<file path="config.mk">
export PLATFORM = sky130hd
export DESIGN_NAME = sim_ctrl_arbiter
export DESIGN_NICKNAME = d
export VERILOG_FILES = /design/src/rtl/sim_ctrl_arbiter.sv
export SDC_FILE = /design/constraint.sdc
export NUM_CORES = 1
export LEC_CHECK = 0
export BUFFER_PORTS_ARGS = -buffer_cell sky130_fd_sc_hd__clkbuf_2
export CORE_AREA = 5 5 120 122
export CTS_CLUSTER_SIZE = 10
export DETAILED_ROUTE_END_ITERATION = 12
export DIE_AREA = 0 0 125 127
export PLACE_DENSITY = 0.5
export SLEW_MARGIN = 20
export SYNTH_ARGS = -nofsm -noshare
export SYNTH_HDL_FRONTEND = slang
export SYNTH_SLANG_ARGS = --single-unit
</file>
<file path="constraint.sdc">
create_clock -name clk_i -period 3.48 [get_ports clk_i]
set_input_delay 0.696 -clock clk_i [delete_from_list [all_inputs] [get_ports clk_i]]
set_output_delay 0.696 -clock clk_i [all_outputs]
set_load 0.1 [all_outputs]
</file>
<file path="src/rtl/sim_ctrl_arbiter.sv">
// Round-robin arbiter that lets several hosts share the simulator control device.
// It returns each 1-cycle device response to the host that issued the request, and it gates writes once a halt has been requested.
module sim_ctrl_arbiter #(
    parameter int unsigned NumReq      = 2,
    parameter logic [7:0]  CtrlWordIdx = 8'h2
) (
    input  logic                   clk_i,
    input  logic                   rst_i,
    input  logic [NumReq-1:0]      host_req_i,
    input  logic [NumReq-1:0]      host_we_i,
    input  logic [4*NumReq-1:0]    host_be_i,
    input  logic [32*NumReq-1:0]   host_addr_i,
    input  logic [32*NumReq-1:0]   host_wdata_i,
    output logic [NumReq-1:0]      host_gnt_o,
    output logic [NumReq-1:0]      host_rvalid_o,
    output logic [32*NumReq-1:0]   host_rdata_o,
    output logic                   dev_req_o,
    output logic                   dev_we_o,
    output logic [3:0]             dev_be_o,
    output logic [31:0]            dev_addr_o,
    output logic [31:0]            dev_wdata_o,
    input  logic                   dev_rvalid_i,
    input  logic [31:0]            dev_rdata_i,
    output logic                   halted_o,
    output logic                   err_o
);
    localparam int unsigned IdxW = $clog2(NumReq);
    localparam int unsigned PosW = IdxW + 1;

    typedef enum logic {ST_RUN, ST_HALTED} state_e;

    state_e          state_reg, state_next;
    logic [IdxW-1:0] rr_ptr_reg, rr_ptr_next;
    logic [IdxW-1:0] owner_reg, owner_next;
    logic            pending_reg, pending_next;
    logic            err_reg, err_next;

    logic            gnt_any;
    logic [IdxW-1:0] gnt_idx;
    logic [PosW-1:0] pos;
    logic            we_allow;
    logic            halt_hit;
    logic            rsp_valid;

    logic [3:0]      be_arr    [NumReq];
    logic [31:0]     addr_arr  [NumReq];
    logic [31:0]     wdata_arr [NumReq];

    genvar gi;
    generate
        for (gi = 0; gi < NumReq; gi++) begin : g_host
            assign be_arr[gi]    = host_be_i[4*gi +: 4];
            assign addr_arr[gi]  = host_addr_i[32*gi +: 32];
            assign wdata_arr[gi] = host_wdata_i[32*gi +: 32];

            assign host_gnt_o[gi]    = gnt_any && (gnt_idx == IdxW'(gi));
            assign host_rvalid_o[gi] = rsp_valid && (owner_reg == IdxW'(gi));
            assign host_rdata_o[32*gi +: 32] = (owner_reg == IdxW'(gi)) ? dev_rdata_i : 32'h0;
        end
    endgenerate

    // Scan from rr_ptr upward with wrap-around; the first requester found wins.
    always_comb begin
        gnt_any = 1'b0;
        gnt_idx = '0;
        pos     = '0;
        for (int off = 0; off < NumReq; off++) begin
            pos = {1'b0, rr_ptr_reg} + PosW'(off);
            if (pos >= PosW'(NumReq)) begin
                pos = pos - PosW'(NumReq);
            end
            if (!gnt_any && host_req_i[pos[IdxW-1:0]]) begin
                gnt_any = 1'b1;
                gnt_idx = pos[IdxW-1:0];
            end
        end
        if (rst_i) begin
            gnt_any = 1'b0;
        end
    end

    assign dev_req_o   = gnt_any;
    assign dev_we_o    = gnt_any && host_we_i[gnt_idx] && we_allow;
    assign dev_be_o    = gnt_any ? be_arr[gnt_idx]    : 4'h0;
    assign dev_addr_o  = gnt_any ? addr_arr[gnt_idx]  : 32'h0;
    assign dev_wdata_o = gnt_any ? wdata_arr[gnt_idx] : 32'h0;

    assign halt_hit = gnt_any && host_we_i[gnt_idx]
                   && (addr_arr[gnt_idx][9:2] == CtrlWordIdx)
                   && be_arr[gnt_idx][0] && wdata_arr[gnt_idx][0];

    // A response arriving while reset is held belongs to a dropped transaction.
    assign rsp_valid = dev_rvalid_i && pending_reg && !rst_i;
    assign err_o     = err_reg;

    always_comb begin
        rr_ptr_next  = rr_ptr_reg;
        owner_next   = owner_reg;
        pending_next = gnt_any;
        err_next     = err_reg | (pending_reg ^ dev_rvalid_i);
        if (gnt_any) begin
            owner_next = gnt_idx;
            if (gnt_idx == IdxW'(NumReq - 1)) begin
                rr_ptr_next = '0;
            end else begin
                rr_ptr_next = gnt_idx + 1'b1;
            end
        end
    end

    always_ff @(posedge clk_i) begin
        if (rst_i) begin
            rr_ptr_reg  <= '0;
            owner_reg   <= '0;
            pending_reg <= 1'b0;
            err_reg     <= 1'b0;
        end else begin
            rr_ptr_reg  <= rr_ptr_next;
            owner_reg   <= owner_next;
            pending_reg <= pending_next;
            err_reg     <= err_next;
        end
    end

    always_ff @(posedge clk_i) begin
        if (rst_i) begin
            state_reg <= ST_RUN;
        end else begin
            state_reg <= state_next;
        end
    end

    always_comb begin
        state_next = state_reg;
        case (state_reg)
            ST_RUN:    if (halt_hit) state_next = ST_HALTED;
            ST_HALTED: state_next = ST_HALTED;
        endcase
    end

    always_comb begin
        halted_o = (state_reg == ST_HALTED);
        we_allow = (state_reg == ST_RUN);
    end

endmodule

</file>
==> impl_results.md <==
- Slew margin rel.: 0.3642
- Vias in the first global route: 2663
- Critical path's top delay family: simple AND/OR/NAND/NOR gates
- Num rows: 42
- CP startpoint kind: primary input
- Area leader, netlist: a22o_1
- CTS root buf: clkbuf_16
- Ant diodes: 0
- First-pass GRT wire length: 15.43 mm
- Post-CTS setup buffers: 0
- Post-Route Utilization: 0.3232
- WL final: 10.67 mm
- Unrepaired setup endpoints after global routing: no
- Pleak: 2.246 nW
- Max VDD drop: 0.0001546 V
- Clock-pin slew on the worst setup and hold paths: 0.03 ns
- Cts bufs inserted: 3
- TritonCTS clock tree: done
- Proportion of layout cells with a drive suffix above 1: 0.6536
- Setup WS post-layout: 0.4511 ns
- Core Box Area: 13090 um^2
- Post-route cell area: 4229 um^2
- Skew final: 0.001442 ns
- Routed vias/inst: 3.929
- DP Worst Slack: 0.4255 ns
- Max clock buf depth: 2
- Crit Path Max Fanout: 12
- DRT iter0 DRCs: 134
- Final nets: 688
- Max Cap Viol: 0
- Area Overhead vs Synth: 186.9%
- Sequential area share after synthesis: 0.06791
- Die span in x: 125 um
- Worst-Skew Late Latency: 0.23 ns
- Synth Cell Area: 1474 um^2
- Distinct cells, synth: 31
- I/O pins: 315
- Antenna Nets Post-Route: 0
- Vias post-DR: 2699
- Pint: 0.5895 mW
- Die H: 127 um
- Sw power: 1.021 mW
- Final TNS setup: 0 ns
- Port Buffers: 314
- Area contributors post-synth: a22o_1 34%, and2_1 14%, nor2b_1 14%
- Hold buffers post-CTS: 0
- Fmax: 0.3302 GHz
- FF+latch count, synth: 5
- Design Power: 1.610 mW
- Final count of negative-setup-slack endpoints: 0
- Cell Count, Final, Fillers Out: 687
- Tmin final: 3.029 ns
- Starting Density: 0.1126
- GPL Wtd Cong: 0.8597
- Dpl cell area: 4150 um^2
- CTS resizes: 0
- Switch share: 0.6339
- Routed len/inst: 15.53 um
- CP Class: primary input to output port
- Gr ovfl total: 0
- Min-Delay Path Class: flop to flop
- Comb pwr share: 0.837
- CP Buf/Inv Count: 3
- Final worst path period share: 0.8704
- Hold Worst Slack: 0.4719 ns
- Number of cells on the critical path: 7
- Pwr/cell area: 380.8 nW/um^2
- Status: finished clean
- Worst path max stage delay: 0.42 ns
- Slew @ Worst Pin: 0.9537 ns
- Required time of the worst setup path: 2.78 ns
- DR DRC count: 0
- Synth top area share: 0.3447
- Die ar.: 15880 um^2
- Hold path depth: 2
- Synth warn: 0
- Clk sinks: 5
- Clk pwr share: 0.117
- Global Route Usage Sum: 0.1196
- Syn Inst Count: 209
- CP max-delay cell: nor2_4
- Crit. End Element: output port
- Max Slew Vio Count: 0
- Syn nets: 385
- Synth Area per Inst: 7.052 um^2
- Placed Cells: 683
- Fill cells: 1374
- HPWL after DPL: 9.603 mm
- Final hold viol count: 0
- H-tree levels: 1
- Largest net degree at the start of global routing: 68
- Antenna violations before repair: 0
- Part of the power in registers: 0.046
- Worst-path cell chain: clkbuf_2, nand2b_4, nand2_1, nor2_4, buf_4, a22o_1, buf_12
- First drt pass iteration count: 4
- Critical path arrival: 2.33 ns
- Worst-case reg-to-reg path depth: 4
-- final cells by class --
type / count / area, um^2 / area share
clock buffer: 4 / 78.83 / 0.01864
inverter: 4 / 15.01 / 0.003550
multi-input combinational: 177 / 1264 / 0.2988
sequential: 5 / 101.3 / 0.02396
tap: 176 / 220.2 / 0.05207
timing repair buffer: 321 / 2550 / 0.6030
-- worst reg2reg max path: cells and delay by family, from the launching register on --
| kind | cells | cell delay [ns] |
|---|---|---|
| DFF | 1 | 0.30 |
| and+or+nand+nor | 2 | 0.53 |
| AOI/OAI and AO/OA | 1 | 0.25 |
| muxes | 1 | 0.41 |
-- worst paths after layout --
kind                      start  slack, ns              to
hold / removal       rr_ptr_reg       0.47      rr_ptr_reg
hold reg to reg      rr_ptr_reg       0.47      rr_ptr_reg
setup reg to reg     rr_ptr_reg       1.91        halted_o
setup / recovery  host_req_i[0]       0.45  dev_wdata_o[6]
-- power by group through the flow --
| stage | registers [mW] | clock network, mW | logic [mW] |
|---|---|---|---|
| floorplan | 0.0721 | 0 | 0.925 |
| global placement | 0.0744 | 0 | 1.35 |
| detailed placement | 0.0747 | 0 | 1.36 |
| CTS | 0.0740 | 0.193 | 1.36 |
| global route | 0.0763 | 0.197 | 1.39 |
| finish | 0.0740 | 0.188 | 1.35 |
-- cell families after synthesis --
family	count (synthesis)	synth area share
flops	5	0.06791
simple gates	100	0.3973
mux	1	0.007640
fa+ha+maj	1	0.008488
buf+inv	27	0.08150
compound gates	75	0.4372
-- routing by layer --
metal  global-route usage  routed length (um)  vias up
li1                     -                   -     1358
met4              0.01977                  99        0
met2               0.2287                5814      147
met3              0.02880                 754        8
met1               0.1367                4002     1186
met5                    0                   0        -
-- synth_stat cells (all sizes together) --
| cell | instances |
|---|---|
| nand2b | 3 |
| nor2b | 32 |
| and3 | 2 |
| a32oi | 1 |
| mux2 | 1 |
| a21oi | 12 |
| nor4b | 1 |
| or3 | 1 |
| and2 | 34 |
| nor2 | 4 |
| clkbuf | 12 |
| a2111oi | 1 |
| a22o | 58 |
| dfxtp | 5 |
| nand2 | 20 |
| o32ai | 1 |
| buf | 11 |
| a31oi | 1 |
| nor3b | 1 |
| or4b | 1 |
| nor3 | 1 |
| ha | 1 |
| inv | 4 |
| o21bai | 1 |
-- layout by cell type, fill, tap and decap left out, types with 2 or more instances in the layout --
cell type    n
buf_12      62
dfxtp_1      4
buf_4        5
nor2_1       3
inv_1        4
clkbuf_2   254
clkbuf_16    3
and3_1       2
nand2_1     20
and2_1      34
nor2b_1     32
nand2b_1     2
a21oi_1     11
a22o_1      58
Power figures use the tool's default switching activity.
